### src/rtl/unidade_controle_multiciclo.sv
// Multicycle RISC-V control unit: Moore FSM driving the ULA/register/memory datapath,
// with branch PCWrite resolved combinationally from the ULA zero flag.
//
// state    | meaning
// ---------+----------------------------------------------------------
// FETCH    | read instruction at PC, latch IR/OldPC, PC <= PC + 4
// DECODE   | read registers, precompute branch target into ULAOut
// MEMADR   | compute load/store address A + imm
// MEMREAD  | read data memory at ULAOut
// MEMWB    | write loaded data to register file
// MEMWRITE | write RD2 to data memory at ULAOut
// EXECR    | R-type ULA operation A op RD2
// EXECI    | I-type ULA operation A op imm
// ULAWB    | write ULAOut to register file
// JAL      | PC <= target, ULAOut <= OldPC + 4 (link value)
// BRANCH   | compare A - RD2, conditionally load PC from ULAOut
module unidade_controle_multiciclo (
    input  logic       clk,
    input  logic       reset,
    input  logic [6:0] op,
    input  logic [2:0] funct3,
    input  logic       funct7b5,
    input  logic       Z,
    output logic       PCWrite,
    output logic       AdrSrc,
    output logic       MemWrite,
    output logic       IRWrite,
    output logic       RegWrite,
    output logic [1:0] ResultSrc,
    output logic [1:0] ULASrcA,
    output logic [1:0] ULASrcB,
    output logic [1:0] ImmSrc,
    output logic [3:0] ULAControl,
    output logic       Ilegal
);

    typedef enum logic [3:0] {
        S_FETCH, S_DECODE, S_MEMADR, S_MEMREAD, S_MEMWB, S_MEMWRITE,
        S_EXECR, S_EXECI, S_ULAWB, S_JAL, S_BRANCH
    } state_t;

    localparam logic [6:0] OP_LW  = 7'b0000011;
    localparam logic [6:0] OP_SW  = 7'b0100011;
    localparam logic [6:0] OP_R   = 7'b0110011;
    localparam logic [6:0] OP_I   = 7'b0010011;
    localparam logic [6:0] OP_JAL = 7'b1101111;
    localparam logic [6:0] OP_BR  = 7'b1100011;

    localparam logic [3:0] ULA_ADD = 4'b0000;
    localparam logic [3:0] ULA_SUB = 4'b0001;
    localparam logic [3:0] ULA_AND = 4'b0010;
    localparam logic [3:0] ULA_OR  = 4'b0011;
    localparam logic [3:0] ULA_SLT = 4'b0101;
    localparam logic [3:0] ULA_XOR = 4'b0111;
    localparam logic [3:0] ULA_SRL = 4'b1000;

    state_t     state, state_nxt;
    logic [3:0] alu_op;
    logic       alu_bad;
    logic       pc_w, mem_w, ir_w, reg_w;

    always_ff @(posedge clk or posedge reset) begin
        if (reset) state <= S_FETCH;
        else       state <= state_nxt;
    end

    always_comb begin
        alu_op  = ULA_ADD;
        alu_bad = 1'b0;
        case (funct3)
            3'b000:  alu_op = (op == OP_R && funct7b5) ? ULA_SUB : ULA_ADD;
            3'b010:  alu_op = ULA_SLT;
            3'b100:  alu_op = ULA_XOR;
            3'b101:  if (!funct7b5) alu_op = ULA_SRL; else alu_bad = 1'b1;
            3'b110:  alu_op = ULA_OR;
            3'b111:  alu_op = ULA_AND;
            default: alu_bad = 1'b1;
        endcase
    end

    always_comb begin
        state_nxt = S_FETCH;
        case (state)
            S_FETCH:  state_nxt = S_DECODE;
            S_DECODE: begin
                case (op)
                    OP_LW, OP_SW: state_nxt = S_MEMADR;
                    OP_R:         state_nxt = S_EXECR;
                    OP_I:         state_nxt = S_EXECI;
                    OP_JAL:       state_nxt = S_JAL;
                    OP_BR:        state_nxt = S_BRANCH;
                    default:      state_nxt = S_FETCH;
                endcase
            end
            S_MEMADR:         state_nxt = op[5] ? S_MEMWRITE : S_MEMREAD;
            S_MEMREAD:        state_nxt = S_MEMWB;
            S_EXECR, S_EXECI: state_nxt = alu_bad ? S_FETCH : S_ULAWB;
            S_JAL:            state_nxt = S_ULAWB;
            default:          state_nxt = S_FETCH;
        endcase
    end

    always_comb begin
        pc_w       = 1'b0;
        mem_w      = 1'b0;
        ir_w       = 1'b0;
        reg_w      = 1'b0;
        AdrSrc     = 1'b0;
        ResultSrc  = 2'b00;
        ULASrcA    = 2'b00;
        ULASrcB    = 2'b00;
        ULAControl = ULA_ADD;
        Ilegal     = 1'b0;
        case (state)
            S_FETCH: begin
                ir_w      = 1'b1;
                pc_w      = 1'b1;
                ULASrcB   = 2'b10;
                ResultSrc = 2'b10;
            end
            S_DECODE: begin
                ULASrcA = 2'b01;
                ULASrcB = 2'b01;
                Ilegal  = !(op == OP_LW || op == OP_SW || op == OP_R ||
                            op == OP_I  || op == OP_JAL || op == OP_BR);
            end
            S_MEMADR: begin
                ULASrcA = 2'b10;
                ULASrcB = 2'b01;
            end
            S_MEMREAD:  AdrSrc = 1'b1;
            S_MEMWB: begin
                ResultSrc = 2'b01;
                reg_w     = 1'b1;
            end
            S_MEMWRITE: begin
                AdrSrc = 1'b1;
                mem_w  = 1'b1;
            end
            S_EXECR, S_EXECI: begin
                ULASrcA    = 2'b10;
                ULASrcB    = (state == S_EXECI) ? 2'b01 : 2'b00;
                ULAControl = alu_bad ? ULA_ADD : alu_op;
                Ilegal     = alu_bad;
            end
            S_ULAWB:    reg_w = 1'b1;
            S_JAL: begin
                ULASrcA = 2'b01;
                ULASrcB = 2'b10;
                pc_w    = 1'b1;
            end
            S_BRANCH: begin
                ULASrcA    = 2'b10;
                ULAControl = ULA_SUB;
                case (funct3)
                    3'b000:  pc_w   = Z;
                    3'b001:  pc_w   = !Z;
                    default: Ilegal = 1'b1;
                endcase
            end
            default: ;
        endcase
    end

    always_comb begin
        case (op)
            OP_SW:   ImmSrc = 2'b01;
            OP_BR:   ImmSrc = 2'b10;
            OP_JAL:  ImmSrc = 2'b11;
            default: ImmSrc = 2'b00;
        endcase
    end

    assign PCWrite  = pc_w  & ~reset;
    assign MemWrite = mem_w & ~reset;
    assign IRWrite  = ir_w  & ~reset;
    assign RegWrite = reg_w & ~reset;

endmodule

### config.mk
export PLATFORM = sky130hd
export DESIGN_NAME = unidade_controle_multiciclo
export DESIGN_NICKNAME = d
export VERILOG_FILES = /design/src/rtl/unidade_controle_multiciclo.sv
export SDC_FILE = /design/constraint.sdc
export NUM_CORES = 1
export LEC_CHECK = 0
export BUFFER_PORTS_ARGS = -buffer_cell sky130_fd_sc_hd__buf_2
export CAP_MARGIN = 40
export CORE_MARGIN = 8
export CORE_UTILIZATION = 35
export DETAILED_ROUTE_END_ITERATION = 8
export PLACE_DENSITY = 0.66
export SLEW_MARGIN = 10
export SYNTH_ARGS = -nofsm -noshare
export SYNTH_HDL_FRONTEND = slang
export SYNTH_SLANG_ARGS = --single-unit
### constraint.sdc
create_clock -name clk -period 2.2 [get_ports clk]
set_clock_uncertainty 0.1 [all_clocks]
set_input_delay 0.33 -clock clk [delete_from_list [all_inputs] [get_ports clk]]
set_output_delay 0.33 -clock clk [all_outputs]
set_load 0.02 [all_outputs]
==> After elaboration in Yosys (flattened, before gate mapping) <==
Cells that the tools add are included.
{ "totals": {"mem_bits_ro": 0, "ramBits": 0, "mem_count": 0, "inputBits": 14, "latchBits": 0, "register_bits": 4, "out_inout_bits": 18, "word_cells": 72} }
{ "op_classes": {"reduce_logical": 20, "eq_ne": 22, "multipliers": 0, "shifts": 0, "n_addsub": 0, "n_bitwise": 5, "mux": 24, "div_mod_pow": 0, "magnitude_cmp": 0} }
{ "ops": {"columns": ["op", "count"], "rows": [
  ["4-bit case mux with 6 select lines", 2],
  ["4-bit case mux with 5 select lines", 1],
  ["4-bit by 3-bit equality test with 1-bit output, second input constant", 4],
  ["2-bit OR reduction", 8],
  ["7-bit by 6-bit equality test with 1-bit output, second input constant", 2],
  ["7-bit equality test, second input constant", 2],
  ["3-bit equality test, second input constant", 4],
  ["4-bit equality test, second input constant", 3],
  ["4-bit two-way mux", 3],
  ["2-bit case mux with 3 select lines", 2],
  ["4-bit by 2-bit equality test with 1-bit output, second input constant", 2],
  ["1-bit two-way mux", 8],
  ["2-bit case mux with 2 select lines", 2],
  ["4-bit case mux with 2 select lines", 1],
  ["7-bit by 2-bit equality test with 1-bit output, second input constant", 1],
  ["7-bit by 5-bit equality test with 1-bit output, second input constant", 1],
  ["1-bit case mux with 2 select lines", 3],
  ["1-bit logical OR", 5],
  ["5-bit OR reduction", 1],
  ["1-bit bitwise AND", 4],
  ["4-bit by 1-bit equality test with 1-bit output, second input constant", 1],
  ["4-bit zero test", 1],
  ["4-bit OR reduction", 1],
  ["3-bit by 1-bit equality test with 1-bit output, second input constant", 1],
  ["7 further kinds", 8]
]} }

==> Logic depth before layout (Yosys ltp) <==
Gate-level depths: netlist of the first run.
{ "depth": {"depth_word": 8, "mapped_depth": 5, "depth_no_buf": 3} }

==> Least setup slack after synthesis of the first run <==
No wires, ideal clock.
{ "synth_timing": {"path_kind": "flip-flop to output port", "startpoint": "reg state[2]", "endpoint": "out ULASrcB[0]", "t_required_ns": 1.770, "arrival_ns": 1.569, "path_slack_ns": 0.201, "stages_incl_launch_ff": 5, "path_buffers": 1, "cell_sequence": "dfrtp_1 buf_2 nor3b_1 a21oi_1 nor2_1"} }
{ "synth_via": {"elab_chain_len": 3, "elab_cells_between_ends": 11, "cone_classes": "eq/ne: 5; mux: 2; reduce/logical: 4"} }
{ "synth_lines": {"columns": ["element", "line_no", "rtl"], "rows": [
  ["from (decl)", "57", "state_t state, state_nxt;"],
  ["from (signal assigned)", "64", "else state <= state_nxt;"],
  ["4-bit by 3-bit equality test with 1-bit output, or another cell as far along", "114, 142", null],
  ["1-bit two-way mux, or another cell as far along", "142", "ULASrcB = (state == S_EXECI) ? 2'b01 : 2'b00;"],
  ["2-bit case mux with 3 select lines *", "114", "case (state)"],
  ["to (decl)", "31", "output logic [1:0] ULASrcB,"]
]} }
Mark *: on every way between the ends. The rest lies on a longest branch, timed or not.

==> Worst setup path in the final report of the first run <==
{ "layout_timing": {"startpoint": "reg state[3]", "endpoint": "out Ilegal"} }
{ "layout_via": {"elab_chain_len": 3, "elab_cells_between_ends": 6, "cone_classes": "eq/ne: 4; mux: 1; reduce/logical: 1"} }
{ "layout_lines": {"columns": ["element", "line_no", "rtl"], "rows": [
  ["4-bit by 3-bit equality test with 1-bit output", "114", null],
  ["2-bit OR reduction", "114", null],
  ["1-bit case mux with 3 select lines *", "114", null],
  ["to (decl)", "34", "output logic Ilegal"]
]} }
Marks and branches as above.

==> reports/results.tsv, run 1 <==
metric	value	unit
status	finished, final reports clean	
antenna_cells	0	
routed_wl	1.68	mm
syn_to_final_growth	34.5	%
yosys_warnings	0	
num_rows	14	
drt_first_pass_iters	4	
gp_congestion	0.799	
synth-seq-cells	4	
synthArstFlopShare	100	%
clk_latency	0.23	ns
top_register	state	
maxCapViolations	0	
fin_cells	125	
antenna_found_initial	0	
gr-total-overflow	0	
finalCriticalPeriod	2.07	ns
swShare	47.8	%
numCtsBuffers	3	
cts_htree_levels	1	
grt_pass1_vias	684	
root_buffer	clkbuf_4	
max_slew.worst_pin.slew	0.408	ns
ir_drop	0.000313	V
syn_inst	76	
arrival	1.64	ns
relSlewSlack	72.7	%
p_clk_share	15.5	%
tns	0	ns
synth_edf_count	0	
start_util	37.6	%
dr.first_iter.drc_count	9	
dp_hpwl	1.42	mm
placed_cells	121	
die_h	56.5	um
crit_chain	or2_1 -> a2111o_1 -> o221ai_2 -> buf_2	
critPathMaxFanout	7	
yosys-top-cells-area	dfrtp_1, nor3_1, xnor2_1	
worstPathRequired	1.77	ns
ys.flop_type	dfrtp_1	
drtAntennaViolNets	0	
maxSlewViolCount	0	
worst_setup_path_start_kind	register	
worstSetupEndpointType	output port	
period_share	93.9	%
dr_total_vias	692	
layout_commonest_cell	buf_2	
rsz0062_at_grt	false	
post_cts_buffers	0	
syn_nets	90	
worstSetupPathType	reg2out	
viasPerCell	5.54	
max_stage_delay	0.42	ns
ios	32	
hold_viol_final	0	
power_density	718	nW/um2
post-synth-top-area-fraction	17.5	%
layout_common_cells	buf_2, nor3_1, inv_1, xnor2_1, a21oi_1	
io_buffers	31	
hold_path_class	in2reg	
clkSinkCount	4	
critical-path-top-delay-family	compound AO/OA/AOI/OAI gates	
grt_max_degree	12	
cts_buffer_depth	2	
fin_nets	125	
drc	0	
netlist_area	573	um2
dieArea	3190	um2
wl_per_cell	13.4	um
p_int	0.289	mW
grt_pass1_wl	3.08	mm
power_frac_comb	65.8	%
synth-seq-area-share	17.5	%
cts_tree	built	
finalSetupViolations	0	
leakage	0.383	nW
core	1520	um2
top_regs	state (4)	
layout-drive-gt1-share	37.6	%
cp_num_buf_inv	1	
yosysUniqueCellTypes	38	
power_frac_seq	18.6	%
whs	0.347	ns
die_w	56.5	um
yosysTopAreaCell	dfrtp_1	
avgSynthCellArea	7.54	um2
fmax	484	MHz
cp_slowest_cell	a2111o_1	
p_switching	0.264	mW
largest_reg_flops	4	
track_usage	11.1	%
clkSlewWorstSetupHoldPaths	0.04	ns
[cell type report]
class | count | area [um2]
multi-input combinational | 59 | 407
fill | 156 | 753
clock buffer | 3 | 22.5
inverter | 7 | 26.3
tap | 16 | 20.0
sequential | 4 | 100
timing repair buffer | 36 | 195
[through the flow]
stage | instance area (um2) | setup slack [ns] | power, mW | utilization, %
2_1_floorplan | 573 | 0.201 | 0.350 | -
3_3_place_gp | 738 | 0.337 | 0.466 | 48.4
3_5_place_dp | 738 | 0.318 | 0.470 | 48.4
4_1_cts | 771 | 0.114 | 0.562 | 50.6
5_1_grt | 771 | 0.0285 | 0.608 | 50.6
6_report | 771 | 0.134 | 0.553 | 50.6
[timing repair]
action | in CTS | in global routing
endpoints found under the hold margin | 4 | 0
hold buffers | 1 | 0
gates resized for setup | 0 | 0
[worst reg2reg max path, cell delays in order, from the launching register on]
cell and delay, ns:
dfrtp_1 0.36, or2_1 0.32, or3_1 0.37, o22ai_1 0.12
[metal layers]
layer | global-route usage (%) | up-vias | part of all wire [%]
met5 | 0 | - | 0
met4 | 5.15 | 0 | 0.83
met3 | 2.70 | 2 | 7.9
met2 | 17.9 | 28 | 48
met1 | 13.5 | 311 | 43
li1 | - | 351 | -
[path summary, 6_finish.rpt]
check                      startpoint       end  slack, ns  depth (start not counted)
max                          state[3]    Ilegal       0.13                          4
min                             op[0]  state[0]       0.35                          4
max reg2reg                  state[3]  state[0]       0.85                          3
min reg2reg                  state[3]  state[1]       0.57                          2
max in group asynchronous       reset  state[3]       1.37                          3
min in group asynchronous       reset  state[1]       0.46                          3
[power groups by stage]
stage | clock [mW] | sequential [mW] | combinational (mW)
after CTS | 0.0907 | 0.103 | 0.368
final | 0.0859 | 0.103 | 0.364
after global routing | 0.0987 | 0.106 | 0.403
after global placement | 0 | 0.103 | 0.362
after floorplan | 0 | 0.0970 | 0.253
after detailed placement | 0 | 0.104 | 0.366
[cells in the mapped netlist, types with 2 or more instances]
cell      n
buf_6     2
xor2_1    2
nor4_1    4
xnor2_1   5
clkbuf_1  2
inv_1     7
buf_2     2
or3_1     2
dfrtp_1   4
o31ai_1   2
a21oi_1   5
nor2_1    2
nand2_1   3
nor3_1    9
nor2b_1   2
[logic make-up (layout without fill, tap and decap cells)]
| logic type | Yosys count | after routing | synth area share [%] |
|---|---|---|---|
| xor+xnor | 7 | 7 | 10.7 |
| buf+inv | 13 | 46 | 11.6 |
| flops | 4 | 4 | 17.5 |
| compound gates | 19 | 19 | 25.8 |
| simple gates | 33 | 33 | 34.5 |
Note: power is estimated with default switching activity, not from simulation.
==> inputs of run 2 (changes only) <==
- CORE_UTILIZATION: 35 -> 42
- GPL_ROUTABILITY_DRIVEN: unset -> 1
- PLACE_DENSITY: 0.66 -> 0.77
==> run 2 against run 1 <==
- global-route usage increased by 0.66 points
- maximum frequency is 0.69% lower
- critical endpoint unchanged
- sequential cell count did not move
- clock-buffer cell count is the same
- largest power group unchanged
- setup slack got worse by 0.014 ns
- design area fell by 1.1%
- total power is 1.5% lower
- largest cell class unchanged
==> reports/results.tsv, run 2 (synthesis gave the netlist of run 1 again) <==
metric	value	unit	change
gp_congestion	0.808		+1.2%
rsz0062_at_grt	false		
die_w	52.9	um	-6.3%
worst_setup_path_start_kind	register		
hold_path_class	in2reg		
root_buffer	clkbuf_4		
max_slew.worst_pin.slew	0.420	ns	+0.0119 ns
holdBufCountCts	1		unchanged
crit_chain	or2_1 -> a2111o_1 -> o221ai_2 -> buf_2		
cp_slowest_cell	a2111o_1		
worstPathRequired	1.77	ns	about the same
io_buffers	31		unchanged
arrival	1.65	ns	about the same
clk_latency	0.24	ns	about the same
worstSetupEndpointType	output port		
routed_wl	1.62	mm	-3.5%
wl_per_cell	13.2	um	-1.9%
numCtsBuffers	3		unchanged
antenna_found_initial	0		unchanged
setup_slack	0.119	ns	-0.0144 ns
fmax	481	MHz	-0.69%
viasPerCell	5.50		-0.72%
layout-drive-gt1-share	37.0	%	-0.58 points
dr_total_vias	676		-2.3%
relSlewSlack	72.0	%	-0.74 points
tns	0	ns	unchanged
layout_commonest_cell	buf_2		
drt_first_pass_iters	4		unchanged
start_util	44.6	%	+7.0 points
max_stage_delay	0.42	ns	about the same
critPathMaxFanout	7		unchanged
post_cts_buffers	0		unchanged
track_usage	11.8	%	+0.66 points
clkSinkCount	4		unchanged
die_h	52.9	um	-6.3%
ios	32		unchanged
finalSetupViolations	0		unchanged
fillerInstances	134		-14%
dp_hpwl	1.35	mm	-4.5%
maxSlewViolCount	0		unchanged
grt_pass1_vias	659		-3.7%
critical-path-top-delay-family	compound AO/OA/AOI/OAI gates		
status	finished, final reports clean		
finalCriticalPeriod	2.08	ns	+0.0144 ns
top_regs	state (4)		
grt_pass1_wl	2.66	mm	-13%
ctsResizeCount	0		unchanged
dieArea	2800	um2	-12%
layout_common_cells	buf_2, nor3_1, inv_1, xnor2_1, a21oi_1		
antenna_cells	0		unchanged
drtAntennaViolNets	0		unchanged
fin_nets	124		-0.80%
syn_to_final_growth	33.0	%	
power_density	715	nW/um2	-0.39%
p_total	0.545	mW	-1.5%
core	1280	um2	-16%
cts_htree_levels	1		unchanged
drc	0		unchanged
maxCapViolations	0		unchanged
grt_max_degree	15		+3
whs	0.322	ns	-0.0243 ns
hold_viol_final	0		unchanged
cp_num_buf_inv	1		unchanged
leakage	0.378	nW	-1.3%
top_register	state		
post-place-ws	0.325	ns	+0.00712 ns
dr.first_iter.drc_count	22		+13
cts_buffer_depth	2		unchanged
clkSlewWorstSetupHoldPaths	0.04	ns	about the same
gr-total-overflow	0		unchanged
largest_reg_flops	4		unchanged
period_share	94.6	%	+0.65 points
num_rows	13		-1
ir_drop	0.000595	V	+90%
worstSetupPathType	reg2out		
cts_tree	built		
## run 2: tightest hold or removal path, delay by kind of cell
kind / cells / cell delay (ns)
AND/OR/NAND/NOR: 1 / 0.11
buffers and inverters: 1 / 0.13
AO/OA/AOI/OAI: 1 / 0.05
## run 2: cell type report
type	instances	area, um2	area share, %
Timing Repair Buffer	35	188	24.6
Tap cell	15	18.8	2.46
Multi-Input combinational cell	59	407	53.4
Inverter	7	26.3	3.45
Sequential cell	4	100	13.1
Clock buffer	3	22.5	2.96
## run 2: path summary, 6_finish.rpt
kind	startpoint	to	slack, ns	depth (start not counted)
max reg2reg	state[3]	state[0]	0.85	3
min	op[5]	state[1]	0.32	3
min in group asynchronous	reset	state[1]	0.47	3
max	state[3]	Ilegal	0.12	4
max in group asynchronous	reset	state[0]	1.37	3
min reg2reg	state[2]	state[1]	0.57	2
## run 2: power breakdown
part	switching [mW]	internal, mW
Clock	0.0308	0.0611
Sequential	0.0383	0.0857
Combinational	0.199	0.130
## run 2: stage by stage
step | area (um2) | util (%) | cells
after floorplan | 573 | - | 76
after CTS | 762 | 59.3 | 123
final | 762 | 59.3 | 123
after detailed placement | 729 | 56.8 | 119
after global routing | 762 | 59.3 | 123
after global placement | 729 | 56.8 | 119
## run 2: metal layers
| layer | part of all wire, % | GRT usage [%] | vias to the layer above |
|---|---|---|---|
| met5 | 0 | 0 | - |
| met4 | 0 | 2.59 | 0 |
| met3 | 10 | 3.36 | 0 |
| met2 | 47 | 20.1 | 27 |
| met1 | 43 | 14.1 | 296 |
| li1 | - | - | 353 |
==> inputs of run 3 (changes only) <==
==> constraint.sdc (replaced) <==
create_clock -name clk -period 2.2 [get_ports clk]
set_clock_uncertainty 0.1 [all_clocks]
set_input_delay 0.44 -clock clk [delete_from_list [all_inputs] [get_ports clk]]
set_output_delay 0.44 -clock clk [all_outputs]
set_load 0.02 [all_outputs]
==> run 3 against run 2 <==
- combinational power rose by 12%
- via count rose by 3.0%
- sequential cell count did not move
- worst hold slack got worse by 0.30 ns
- die area did not move
- critical path type unchanged
- largest cell class unchanged
- highest routed layer is now met4
==> reports/results.tsv, run 3 (synthesis gave the netlist of run 1 again) <==
metric	value	unit	change
status	finished, final reports clean		
die_w	52.9	um	unchanged
max_slew.worst_pin.slew	0.382	ns	-0.0384 ns
clkSinkCount	4		unchanged
clk_latency	0.24	ns	about the same
cp_slowest_cell	dfrtp_1		
fmax	476	MHz	-0.99%
rsz0062_at_grt	false		
layout_common_cells	buf_2, nor3_1, buf_4, inv_1		
dr.first_iter.drc_count	12		-45%
relSlewSlack	74.5	%	+2.5 points
grt_pass1_vias	712		+8.0%
fin_nets	127		+2.4%
die_h	52.9	um	unchanged
finalSetupViolations	0		unchanged
maxCapViolations	0		unchanged
leakage	0.393	nW	+3.9%
track_usage	12.9	%	+1.1 points
top_register	state		
worstSetupPathType	reg2out		
hold_viol_final	0		unchanged
start_util	44.6	%	unchanged
top_regs	state (4)		
core	1280	um2	unchanged
rr_endpoint	state[0]		
tns	0	ns	unchanged
cts_buffer_depth	2		unchanged
worstRegToRegCells	4		+1
gr-total-overflow	0		unchanged
crit_chain	buf_4 -> xor2_1 -> nor3_1 -> o21a_1 -> buf_2		
ios	32		unchanged
post-place-ws	0.0924	ns	-0.233 ns
ff2ff_setup_slack	0.78	ns	-0.07 ns
layout_commonest_cell	buf_2		
p_total	0.574	mW	+5.3%
antenna_found_initial	0		unchanged
setup_slack	0.0986	ns	-0.0208 ns
dp_hpwl	1.48	mm	+9.4%
drt_first_pass_iters	4		unchanged
clkSlewWorstSetupHoldPaths	0.04	ns	about the same
routed_wl	1.78	mm	+9.8%
drtAntennaViolNets	0		unchanged
drc	0		unchanged
dieArea	2800	um2	unchanged
critical_path_cell_count	5		+1
fillerInstances	124		-7.5%
ir_drop	0.000476	V	-20%
cts_tree	built		
grt_pass1_wl	2.86	mm	+7.5%
numCtsBuffers	3		unchanged
worst_setup_path_start_kind	register		
fin_cells	126		+2.4%
io_buffers	31		unchanged
rr_startpoint	state[2]		
holdBufCountCts	0		-1
wl_per_cell	14.1	um	+7.2%
period_share	95.5	%	+0.94 points
max_stage_delay	0.47	ns	+0.05 ns
met1_usage	13.7	%	-0.46 points
whs	0.0214	ns	-0.301 ns
power_density	730	nW/um2	+2.1%
met3_usage	2.52	%	-0.84 points
antenna_cells	0		unchanged
worstPathRequired	1.66	ns	-0.11 ns
cts_htree_levels	1		unchanged
maxSlewViolCount	0		unchanged
grt_max_degree	10		-5
worstSetupEndpointType	output port		
hold_path_class	in2async		
largest_reg_flops	4		unchanged
root_buffer	clkbuf_4		
arrival	1.56	ns	-0.09 ns
gp_congestion	0.818		+1.2%
critical-path-top-delay-family	flip-flops		
placed_cells	122		+2.5%
syn_to_final_growth	37.1	%	
grt.busiest_layer	met2		
num_rows	13		unchanged
finalCriticalPeriod	2.10	ns	+0.0208 ns
layout-drive-gt1-share	40.5	%	+3.5 points
viasPerCell	5.52		+0.51%
grt_use_met2	23.4	%	+3.3 points
cp_num_buf_inv	2		+1
critPathMaxFanout	9		+2
dr_total_vias	696		+3.0%
==> run 3: final cells by class <==
class | instances | area [um2] | share of cell area [%]
Clock buffer | 3 | 22.5 | 2.87
Inverter | 7 | 26.3 | 3.34
Multi-Input combinational cell | 59 | 407 | 51.8
Sequential cell | 4 | 101 | 12.9
Tap cell | 15 | 18.8 | 2.39
Timing Repair Buffer | 38 | 210 | 26.8
==> run 3: what timing repair did <==
item	in CTS	in global routing
endpoints found under the setup margin	0	1
resized for setup	0	2
buffers inserted	0	1
==> run 3: stage by stage <==
step | cell area, um2 | util [%]
5_1_grt | 786 | 61.1
3_5_place_dp | 752 | 58.5
2_1_floorplan | 573 | -
6_report | 786 | 61.1
3_3_place_gp | 752 | 58.5
4_1_cts | 774 | 60.3
==> run 3: power breakdown <==
part | total, mW | switching (mW) | internal, mW
clock network | 0.0927 | 0.0315 | 0.0611
logic | 0.369 | 0.219 | 0.149
registers | 0.112 | 0.0262 | 0.0861
==> run 3: how the worst max path moves through the flow <==
stage	slack (ns)	startpoint	endpoint
after floorplan	0.09	state[2]	ULASrcB[0]
after global placement	0.12	op[3]	Ilegal
after detailed placement	0.09	op[3]	Ilegal
after CTS	0.003	state[2]	Ilegal
after global routing	0.02	state[0]	PCWrite
final	0.1	state[0]	PCWrite
==> run 3: routing by layer <==
metal / vias up / share of wire [%]
met5: - / 0
met4: 0 / 1.7
met3: 4 / 8.8
met2: 25 / 48
met1: 313 / 41
li1: 354 / -
==> run 3: worst reg2reg max path, delay by kind of cell (launching register included) <==
kind	cells	cell delay, ns
AO/OA/AOI/OAI	1	0.11
buffers and inverters	1	0.17
flip-flops	1	0.39
AND/OR/NAND/NOR	2	0.57
